### config.mk
export PLATFORM = sky130hd
export DESIGN_NAME = map_probe_scheduler
export DESIGN_NICKNAME = d
export VERILOG_FILES = /design/src/rtl/map_probe_scheduler_pkg.sv /design/src/rtl/map_probe_scheduler_tile_classify.sv /design/src/rtl/map_probe_scheduler.sv
export SDC_FILE = /design/constraint.sdc
export NUM_CORES = 1
export LEC_CHECK = 0
export ABC_CLOCK_PERIOD_IN_PS = 5200
export BUFFER_PORTS_ARGS = -buffer_cell sky130_fd_sc_hd__buf_2
export CORE_UTILIZATION = 45
export DETAILED_ROUTE_END_ITERATION = 10
export GPL_TIMING_DRIVEN = 1
export MAX_ROUTING_LAYER = met4
export PLACE_DENSITY = 0.67
export SLEW_MARGIN = 15
export SYNTH_ARGS = -nofsm -noshare
export SYNTH_HDL_FRONTEND = slang
export SYNTH_SLANG_ARGS = --single-unit
### constraint.sdc
create_clock -name clk -period 5.2 [get_ports clk]
set_input_delay 0.26 -clock clk [delete_from_list [all_inputs] [get_ports clk]]
set_output_delay 0.26 -clock clk [all_outputs]
set_load 0.005 [all_outputs]
### src/rtl/map_probe_scheduler_pkg.sv
// map_pkg: definitions shared by the neighbour-tile probe scheduler.
//   MAP_ROWS      tiles per map column
//   TILE_*        tile codes with special meaning to the probe logic
//   state_e       probe sequencer states
//   is_solid()    membership test for the solid tile set
package map_pkg;

  localparam int unsigned MAP_ROWS    = 15;
  localparam int unsigned TILE_CODE_W = 5;

  localparam logic [TILE_CODE_W-1:0] TILE_SKY   = 5'd0;
  localparam logic [TILE_CODE_W-1:0] TILE_HCL   = 5'd1;
  localparam logic [TILE_CODE_W-1:0] TILE_COIN  = 5'd12;
  localparam logic [TILE_CODE_W-1:0] TILE_LIGHT = 5'd13;

  typedef enum logic [1:0] {
    ST_IDLE  = 2'd0,
    ST_SNAP  = 2'd1,
    ST_ISSUE = 2'd2,
    ST_DRAIN = 2'd3
  } state_e;

  function automatic logic is_solid(input logic [TILE_CODE_W-1:0] tile);
    logic res;
    case (tile)
      5'd1, 5'd3, 5'd5, 5'd6, 5'd11, 5'd14, 5'd15, 5'd20,
      5'd21, 5'd22, 5'd23, 5'd26, 5'd27, 5'd28, 5'd29: res = 1'b1;
      default: res = 1'b0;
    endcase
    return res;
  endfunction

endpackage

### src/rtl/map_probe_scheduler_tile_classify.sv
// tile_classify: combinational tile code -> {solid, hazard}.
//   tile    tile code
//   solid   tile belongs to the solid set
//   hazard  tile is the hazard tile; with CHECK_LIGHT set the light tile
//           also counts (only meaningful for the tile below Mario)
module tile_classify
  import map_pkg::*;
#(
  parameter int unsigned TILE_W      = 5,
  parameter logic        CHECK_LIGHT = 1'b0
) (
  input  logic [TILE_W-1:0] tile,
  output logic              solid,
  output logic              hazard
);

  logic [TILE_CODE_W-1:0] code;

  always_comb begin
    code   = TILE_CODE_W'(tile);
    solid  = is_solid(code);
    hazard = (code == TILE_HCL) || (CHECK_LIGHT && (code == TILE_LIGHT));
  end

endmodule

### src/rtl/map_probe_scheduler.sv
// map_probe_scheduler: sequences the four neighbour-tile lookups (front,
// back, up, down) for Mario over one shared map ROM read port and commits
// the tile codes plus derived solid/hazard flags atomically.
//   clk, reset            clock, asynchronous active-high reset
//   start                 probe request (level or pulse)
//   shift_map/mario_x/y   scroll offset and 1-based Mario tile position
//   rom_en/rom_addr       map ROM read port (data returns one cycle later)
//   rom_data              map ROM read data
//   *_tile, *_solid       committed neighbour tiles and solid flags
//   hazard                committed hazard flag
//   busy/done/valid       in progress / commit pulse / ever committed
module map_probe_scheduler
  import map_pkg::*;
#(
  parameter int unsigned ADDR_W   = 11,
  parameter int unsigned TILE_W   = 5,
  parameter int unsigned MAP_ROWS = map_pkg::MAP_ROWS
) (
  input  logic              clk,
  input  logic              reset,
  input  logic              start,
  input  logic [7:0]        shift_map,
  input  logic [4:0]        mario_x,
  input  logic [4:0]        mario_y,
  output logic              rom_en,
  output logic [ADDR_W-1:0] rom_addr,
  input  logic [TILE_W-1:0] rom_data,
  output logic [TILE_W-1:0] front_tile,
  output logic [TILE_W-1:0] back_tile,
  output logic [TILE_W-1:0] up_tile,
  output logic [TILE_W-1:0] down_tile,
  output logic              front_solid,
  output logic              back_solid,
  output logic              up_solid,
  output logic              down_solid,
  output logic              hazard,
  output logic              busy,
  output logic              done,
  output logic              valid
);

  localparam logic [ADDR_W-1:0] ROWS_A = ADDR_W'(MAP_ROWS);

  state_e            state_q, state_d;
  logic [1:0]        idx_q, idx_d;
  logic              pending_q, pending_d;
  logic [7:0]        snap_s_q, snap_s_d;
  logic [4:0]        snap_x_q, snap_x_d;
  logic [4:0]        snap_y_q, snap_y_d;
  logic [TILE_W-1:0] sh_front_q, sh_front_d;
  logic [TILE_W-1:0] sh_back_q, sh_back_d;
  logic [TILE_W-1:0] sh_up_q, sh_up_d;
  logic [TILE_W-1:0] front_tile_q, front_tile_d;
  logic [TILE_W-1:0] back_tile_q, back_tile_d;
  logic [TILE_W-1:0] up_tile_q, up_tile_d;
  logic [TILE_W-1:0] down_tile_q, down_tile_d;
  logic              front_solid_q, front_solid_d;
  logic              back_solid_q, back_solid_d;
  logic              up_solid_q, up_solid_d;
  logic              down_solid_q, down_solid_d;
  logic              hazard_q, hazard_d;
  logic              done_q, done_d;
  logic              valid_q, valid_d;

  logic              c_front_solid, c_back_solid, c_up_solid, c_down_solid;
  logic              c_front_hz, c_back_hz, c_up_hz, c_down_hz;

  logic [ADDR_W-1:0] s_a, x_a, y_a, col_a, row_a, addr_calc;

  // Classifiers sit on the commit path: three on the shadow registers and
  // one directly on the final ROM datum, so everything commits on one edge.
  tile_classify #(.TILE_W(TILE_W), .CHECK_LIGHT(1'b0)) u_cls_front (
    .tile(sh_front_q), .solid(c_front_solid), .hazard(c_front_hz)
  );
  tile_classify #(.TILE_W(TILE_W), .CHECK_LIGHT(1'b0)) u_cls_back (
    .tile(sh_back_q), .solid(c_back_solid), .hazard(c_back_hz)
  );
  tile_classify #(.TILE_W(TILE_W), .CHECK_LIGHT(1'b0)) u_cls_up (
    .tile(sh_up_q), .solid(c_up_solid), .hazard(c_up_hz)
  );
  tile_classify #(.TILE_W(TILE_W), .CHECK_LIGHT(1'b1)) u_cls_down (
    .tile(rom_data), .solid(c_down_solid), .hazard(c_down_hz)
  );

  // Address arithmetic is done entirely in ADDR_W bits so that negative
  // column/row offsets wrap modulo 2^ADDR_W.
  always_comb begin
    s_a = ADDR_W'(snap_s_q);
    x_a = ADDR_W'(snap_x_q);
    y_a = ADDR_W'(snap_y_q);
    case (idx_q)
      2'd0:    begin col_a = x_a;                 row_a = y_a - ADDR_W'(1); end
      2'd1:    begin col_a = x_a - ADDR_W'(2);    row_a = y_a - ADDR_W'(1); end
      2'd2:    begin col_a = x_a - ADDR_W'(1);    row_a = y_a - ADDR_W'(2); end
      default: begin col_a = x_a - ADDR_W'(1);    row_a = y_a;              end
    endcase
    addr_calc = s_a * ROWS_A + col_a * ROWS_A + row_a;
  end

  always_comb begin
    state_d       = state_q;
    idx_d         = idx_q;
    pending_d     = pending_q;
    snap_s_d      = snap_s_q;
    snap_x_d      = snap_x_q;
    snap_y_d      = snap_y_q;
    sh_front_d    = sh_front_q;
    sh_back_d     = sh_back_q;
    sh_up_d       = sh_up_q;
    front_tile_d  = front_tile_q;
    back_tile_d   = back_tile_q;
    up_tile_d     = up_tile_q;
    down_tile_d   = down_tile_q;
    front_solid_d = front_solid_q;
    back_solid_d  = back_solid_q;
    up_solid_d    = up_solid_q;
    down_solid_d  = down_solid_q;
    hazard_d      = hazard_q;
    done_d        = 1'b0;
    valid_d       = valid_q;

    case (state_q)
      ST_IDLE: begin
        if (start) state_d = ST_SNAP;
      end
      ST_SNAP: begin
        snap_s_d = shift_map;
        snap_x_d = mario_x;
        snap_y_d = mario_y;
        idx_d    = 2'd0;
        if (start) pending_d = 1'b1;
        state_d  = ST_ISSUE;
      end
      ST_ISSUE: begin
        if (start) pending_d = 1'b1;
        // Data arriving now belongs to the read issued one cycle earlier.
        case (idx_q)
          2'd1:    sh_front_d = rom_data;
          2'd2:    sh_back_d  = rom_data;
          2'd3:    sh_up_d    = rom_data;
          default: ;
        endcase
        if (idx_q == 2'd3) state_d = ST_DRAIN;
        else               idx_d   = idx_q + 2'd1;
      end
      ST_DRAIN: begin
        front_tile_d  = sh_front_q;
        back_tile_d   = sh_back_q;
        up_tile_d     = sh_up_q;
        down_tile_d   = rom_data;
        front_solid_d = c_front_solid;
        back_solid_d  = c_back_solid;
        up_solid_d    = c_up_solid;
        down_solid_d  = c_down_solid;
        hazard_d      = c_front_hz | c_back_hz | c_up_hz | c_down_hz;
        done_d        = 1'b1;
        valid_d       = 1'b1;
        pending_d     = 1'b0;
        state_d       = (pending_q || start) ? ST_SNAP : ST_IDLE;
      end
      default: state_d = ST_IDLE;
    endcase
  end

  always_ff @(posedge clk or posedge reset) begin
    if (reset) begin
      state_q       <= ST_IDLE;
      idx_q         <= '0;
      pending_q     <= 1'b0;
      snap_s_q      <= '0;
      snap_x_q      <= '0;
      snap_y_q      <= '0;
      sh_front_q    <= '0;
      sh_back_q     <= '0;
      sh_up_q       <= '0;
      front_tile_q  <= '0;
      back_tile_q   <= '0;
      up_tile_q     <= '0;
      down_tile_q   <= '0;
      front_solid_q <= 1'b0;
      back_solid_q  <= 1'b0;
      up_solid_q    <= 1'b0;
      down_solid_q  <= 1'b0;
      hazard_q      <= 1'b0;
      done_q        <= 1'b0;
      valid_q       <= 1'b0;
    end else begin
      state_q       <= state_d;
      idx_q         <= idx_d;
      pending_q     <= pending_d;
      snap_s_q      <= snap_s_d;
      snap_x_q      <= snap_x_d;
      snap_y_q      <= snap_y_d;
      sh_front_q    <= sh_front_d;
      sh_back_q     <= sh_back_d;
      sh_up_q       <= sh_up_d;
      front_tile_q  <= front_tile_d;
      back_tile_q   <= back_tile_d;
      up_tile_q     <= up_tile_d;
      down_tile_q   <= down_tile_d;
      front_solid_q <= front_solid_d;
      back_solid_q  <= back_solid_d;
      up_solid_q    <= up_solid_d;
      down_solid_q  <= down_solid_d;
      hazard_q      <= hazard_d;
      done_q        <= done_d;
      valid_q       <= valid_d;
    end
  end

  always_comb begin
    rom_en      = (state_q == ST_ISSUE);
    rom_addr    = (state_q == ST_ISSUE) ? addr_calc : '0;
    busy        = (state_q != ST_IDLE);
    done        = done_q;
    valid       = valid_q;
    hazard      = hazard_q;
    front_tile  = front_tile_q;
    back_tile   = back_tile_q;
    up_tile     = up_tile_q;
    down_tile   = down_tile_q;
    front_solid = front_solid_q;
    back_solid  = back_solid_q;
    up_solid    = up_solid_q;
    down_solid  = down_solid_q;
  end

endmodule

Word level (Yosys, flattened, before mapping)
Memory sizes are Yosys's and may differ from the RTL's. A register that Yosys moved wholly into a read port is not among the register bits.
Cells that the tools add are included.
{"block": "op_classes", "n_addsub": 7, "n_mul": 2, "eq_ne": 15, "muxes": 12, "bitwise": 3, "reduce_logical": 15}
{"op": "case mux 11 bit (2 select lines)", "count": 2}
{"op": "adder 11 bit", "count": 2}
{"op": "== test 5 x 1 -> 1 bit (second input constant)", "count": 4}
{"op": "AND reduction 2 bit", "count": 6}
{"op": "subtractor 5 x 1 -> 6 bit (second input constant)", "count": 2}
{"op": "subtractor 5 x 2 -> 6 bit (second input constant)", "count": 2}
{"op": "multiplier 11 x 4 -> 11 bit (second input constant)", "count": 1}
{"op": "multiplier 8 x 4 -> 11 bit (second input constant)", "count": 1}
{"op": "two-way mux 11 bit", "count": 1}
{"op": "== test 2 bit (second input constant)", "count": 4}
{"op": "case mux 2 bit (4 select lines)", "count": 1}
{"op": "two-way mux 2 bit", "count": 3}
{"op": "nonzero test 2 bit", "count": 3}
{"op": "== test 5 x 4 -> 1 bit (second input constant)", "count": 1}
{"op": "== test 2 x 1 -> 1 bit (second input constant)", "count": 2}
{"op": "logical NOT 2 bit", "count": 2}
{"op": "!= test 2 x 1 -> 1 bit (second input constant)", "count": 2}
{"op": "!= test 2 bit (second input constant)", "count": 2}
{"op": "case mux 2 bit (2 select lines)", "count": 1}
{"op": "OR reduction 2 bit", "count": 2}
{"op": "two-way mux 1 bit", "count": 3}
{"op": "OR 1 bit", "count": 3}
{"op": "adder 2 x 1 -> 2 bit (second input constant)", "count": 1}
{"op": "logical OR 1 bit", "count": 2}
{"op": "case mux 1 bit (2 select lines)", "count": 1}
{"block": "word_totals", "reg_bits": 61, "romBits": 128, "inputBits": 26, "out_inout_bits": 40, "wordCells": 74, "mem_count": 4}
{"memory": "(no name shown)", "depth": 32, "width": 1, "read_ports": 1, "rd_clocked_by_memory_dff": 1, "write_ports": 0, "line": "map_probe_scheduler_pkg.sv:25", "rtl": "case (tile)"}
{"memory": "(no name shown)", "depth": 32, "width": 1, "read_ports": 1, "rd_clocked_by_memory_dff": 1, "write_ports": 0, "line": "map_probe_scheduler_pkg.sv:25"}
{"memory": "(no name shown)", "depth": 32, "width": 1, "read_ports": 1, "rd_clocked_by_memory_dff": 1, "write_ports": 0, "line": "map_probe_scheduler_pkg.sv:25"}
{"memory": "(no name shown)", "depth": 32, "width": 1, "read_ports": 1, "rd_clocked_by_memory_dff": 1, "write_ports": 0, "line": "map_probe_scheduler_pkg.sv:25"}

Logic depth before layout (Yosys ltp)
{"block": "depth", "depth_word": 6, "ltp_mapped": 22, "depth_no_buf": 20}

Modules after synthesis
A second synthesis with hierarchy kept.
{"block": "hier_totals", "hier_cells": 492, "hier_area_um2": 5116.2}
{"mod": "map_probe_scheduler", "instances": 1, "cells_each": 444, "area_each_um2": 4747.1, "seq_area_each_um2": 1626.6}
{"mod": "tile_classify (u_cls_back ...)", "instances": 3, "cells_each": 11, "area_each_um2": 86.3, "seq_area_each_um2": 0.0}
{"mod": "tile_classify (u_cls_down)", "instances": 1, "cells_each": 15, "area_each_um2": 110.1, "seq_area_each_um2": 0.0}

Least setup slack after synthesis
No wires, ideal clock.
{"block": "synth_timing", "path_kind": "reg-to-output", "from": "register idx_q[1]", "to": "output port rom_addr[10]", "arrival_ns": 5.081, "required_ns": 4.940, "setup_slack_ns": -0.141, "stages_incl_launch_ff": 23, "n_path_buf": 2, "cell_sequence": "dfrtp_1 inv_1 ha_1 buf_2 or2_1 buf_2 a21oi_1 o211ai_1 o221a_2 inv_2 fa_1 fa_1 inv_1 fa_1 inv_1 fa_1 inv_1 fa_1 a21oi_1 o21ai_0 a211oi_1 nor2_1 mux2_1"}
{"block": "synth_via", "elab_chain_len": 6, "word_cells_on_any_way": 10, "cone_classes": "2 x add/sub; 1 x mul; 2 x eq/ne; 3 x mux; 2 x reduce/logical"}
{"item": "from (decl)", "line": "map_probe_scheduler.sv:45", "rtl": "logic [1:0] idx_q, idx_d;"}
{"item": "from (signal assigned)", "line": "map_probe_scheduler.sv:189", "rtl": "idx_q <= idx_d;"}
{"item": "== test 2 x 1 -> 1 bit or logical NOT 2 bit (tied branches)", "line": "map_probe_scheduler.sv:91", "rtl": "case (idx_q)"}
{"item": "case mux 11 bit (2 select lines)", "line": "map_probe_scheduler.sv:91"}
{"item": "multiplier 11 x 4 -> 11 bit", "line": "map_probe_scheduler.sv:97", "rtl": "addr_calc = s_a * ROWS_A + col_a * ROWS_A + row_a;"}
{"item": "adder 11 bit", "line": "map_probe_scheduler.sv:97"}
{"item": "adder 11 bit (*)", "line": "map_probe_scheduler.sv:97"}
{"item": "two-way mux 11 bit (*)", "line": "map_probe_scheduler.sv:213", "rtl": "rom_addr = (state_q == ST_ISSUE) ? addr_calc : '0;"}
{"item": "to (decl)", "line": "map_probe_scheduler.sv:26", "rtl": "output logic [ADDR_W-1:0] rom_addr,"}
Every way passes the cells marked *; elsewhere a longest branch is shown, timed or not.

Worst setup path after layout
{"block": "layout_timing", "from": "register idx_q[0]", "to": "output port rom_addr[10]"}
The elaborated chain is that of the path after synthesis.

==> metrics.txt <==
outcome complete, but fails checks; violated checks negative setup slack; footprint of the multi-input gates 3270 µm²; CP top delay family adder cells; worst skew pair latency 330 ps; worst r2r src state_q[0]$_DFFE_PP0P_; CTS Buffer Depth 2; predominant post-synthesis flop cell dfrtp_1; part of the cycle the worst path needs 105%; worst r2r dst state_q[0]$_DFFE_PP0P_; post-placement cell count 727; EDFF count, synth 0; CP Buf/Inv Count 8; crit path to rom_addr[10]; CP dominant cell by count fa_1; total number of vias 3,938; Max-Slew Margin vs Limit 45.0%; Hold Path Depth 3; clock root buffer master clkbuf_16; global route overflow 0; Final Non-Filler Cells 757; Die Width 109 µm; pre-CTS WS -166 ps; mean post-synth cell area 10.2 µm²; Reg2Reg Depth 7; register area 1630 µm²; Clock Pin Slew Worst Setup and Hold Paths 50 ps; Seq/Total Area, Yosys 31.8%; RD Place Congestion 0.892; # nets final 729; HP Class input pin to register; Clock Skew 7.03 ps; Slowest-stage cell, CP fa_1; Buffers on Ports 65; Routed Antenna Nets 0; Synth Net Count 621; pin count of the biggest net entering global routing 66; TritonRoute pass-1 iters 4; synth top area cells dfrtp_1, fa_1, ha_1; first-pass GRT wire length 19,500 µm; final worst setup slack -257 ps; Worst EP required 4940 ps; number of global-route vias before repair 4,089; Num Clock Sinks 65; Rows 38; Initial DRC Count 202; Synth top area share 31.8%; mapped cell area 5120 µm²; wire per inst 15.1 µm; I/O pin total 66; Max FO, Critical Path 7; Max Clock Freq 0.183 GHz; initial antenna violation count 0; n_diodes 0; CTS buffer count 9; routed wire length 11,400 µm; Worst setup EP type primary output; CTS tree built; fillers 918; #FFs+latches synth 65; unrepaired setup endpoints after global routing true; crit-path cells inv_2 > ha_4 > buf_6 > buf_4 > a2bb2oi_4 > o2111ai_4 > inv_2 > buf_4 > fa_1 > fa_1 > fa_1 > inv_1 > fa_1 > inv_1 > ha_1 > o21ai_4 > nor2_1 > a211oi_2 > and2_1 > mux2_4 > buf_6; Max Slew Vio Count 0; Layout area overhead 25.8%; Max Cap Viol 0; Worst-Margin Slew 825 ps; startpoint class of the critical path register; cell with the most instances after synthesis inv_1; asr flop ratio synth 100%; final hold violations 0; Arr. time, crit path 5200 ps; vias per inst 5.20; CP Launch Point idx_q[0]$_DFFE_PP0P_; dominant cell type by area after synthesis dfrtp_1; min Tclk post-route 5460 ps; reg-to-reg setup timing slack 3180 ps; Die ar. 11,800 µm²; hpwl dp 8410 µm; Ys Warns 0; Worst Hold Launch shift_map[7]; Worst path depth 21; synth cell count leaders inv_1, dfrtp_1, fa_1; slowest stage delay, CP 520 ps; setup TNS -691 ps; H-tree Lvls 3; # setup viols final 6; share of layout cells above drive strength 1 34.5%; Worst Path Class, Setup register to primary output; All-Layer GR Usage 22.2%; Initial Util 46.6%; cell count after synthesis 504; CORE AREA 11,000 µm²; Yosys cell types 45; Die Ht 109 µm; DRC Markers 0
[area by class of cell]
type                       count  area share [%]
sequential                    65            25.3
multi-input combinational    330            50.7
clock buffer                  11            3.92
inverter                      93            5.42
clock inverter                 5           0.971
timing repair buffer         113            11.0
tap                          140            2.72
[logic make-up after synthesis]
logic type               share of synthesized area (%)
AND/OR/NAND/NOR                                   8.62
AO/OA/AOI/OAI                                     12.0
XOR/XNOR                                          2.05
multiplexers                                      8.33
flip-flops                                        31.8
adder cells (fa/ha/maj)                           29.0
buffers and inverters                             8.21
[metrics by stage]
step | cell area, µm² | hold WS (ps) | utilization [%]
after CTS | 6310 | 127 | 57.5
after detailed placement | 5830 | 465 | 53.1
after global routing | 6440 | 143 | 58.7
final | 6440 | 138 | 58.7
after global placement | 5830 | 448 | 53.1
after floorplan | 5150 | 349 | -
[routing by layer]
| layer | vias to the layer above | global-route usage [%] | share of wire (%) |
|---|---|---|---|
| li1 | 1865 | - | - |
| met1 | 1961 | 26.6 | 43 |
| met2 | 89 | 37.1 | 51 |
| met3 | 23 | 4.84 | 3.8 |
| met4 | 0 | 7.14 | 1.7 |
| met5 | - | - | 0 |
[worst min path at each step]
stage,to
after detailed placement,valid$_DFFE_PP0P_
after CTS,snap_y_q[0]$_DFFE_PP0P_
after global placement,valid$_DFFE_PP0P_
after floorplan,pending_q$_DFFE_PP0P_
final,snap_s_q[7]$_DFFE_PP0P_
after global routing,snap_x_q[0]$_DFFE_PP0P_
[state kept, by name, indices dropped and copies added (netlist names), 2 cells and up]
register	count
back_tile	5
down_tile	5
front_tile	5
idx_q	2
sh_back_q	5
sh_front_q	5
sh_up_q	5
snap_s_q	8
snap_x_q	5
snap_y_q	5
state_q	2
up_tile	5
[placed cells by master (no fill, tap or decap), types with 3 or more instances in the layout]
master     count
mux2_2        36
dfrtp_1       64
nor3b_1        5
nor2b_1        4
buf_2         64
inv_1         83
o21ai_0       28
nor2_1        22
a21oi_2        4
inv_2         10
a21oi_1       11
buf_4         44
xnor2_1       10
nand3_1        5
ha_2           3
clkbuf_16      9
o21ai_2        3
nand2_1       40
nor2_2         3
buf_6          5
ha_4           4
nor4b_1        3
and2_1         6
ha_1          38
a211oi_1      10
o21bai_1       3
fa_1          45
o211ai_1       3
o21ai_1        3
a31oi_1        4
[worst min-delay path, delay by kind of cell]
| family | cells | cell delay (ps) |
|---|---|---|
| buf+inv | 1 | 80 |
| compound gates | 1 | 60 |
| simple gates | 1 | 40 |
[what timing repair did]
item | in CTS | in global routing
buffers inserted | 7 | 7
gates cloned | 0 | 0
resized for setup | 31 | 18
setup endpoints to repair | 6 | 6
pin swaps | 36 | 26
hold buffers | 0 | 0
Power is not shown: default switching activity piles up to over one toggle a cycle in this logic, so the estimate is an artifact.
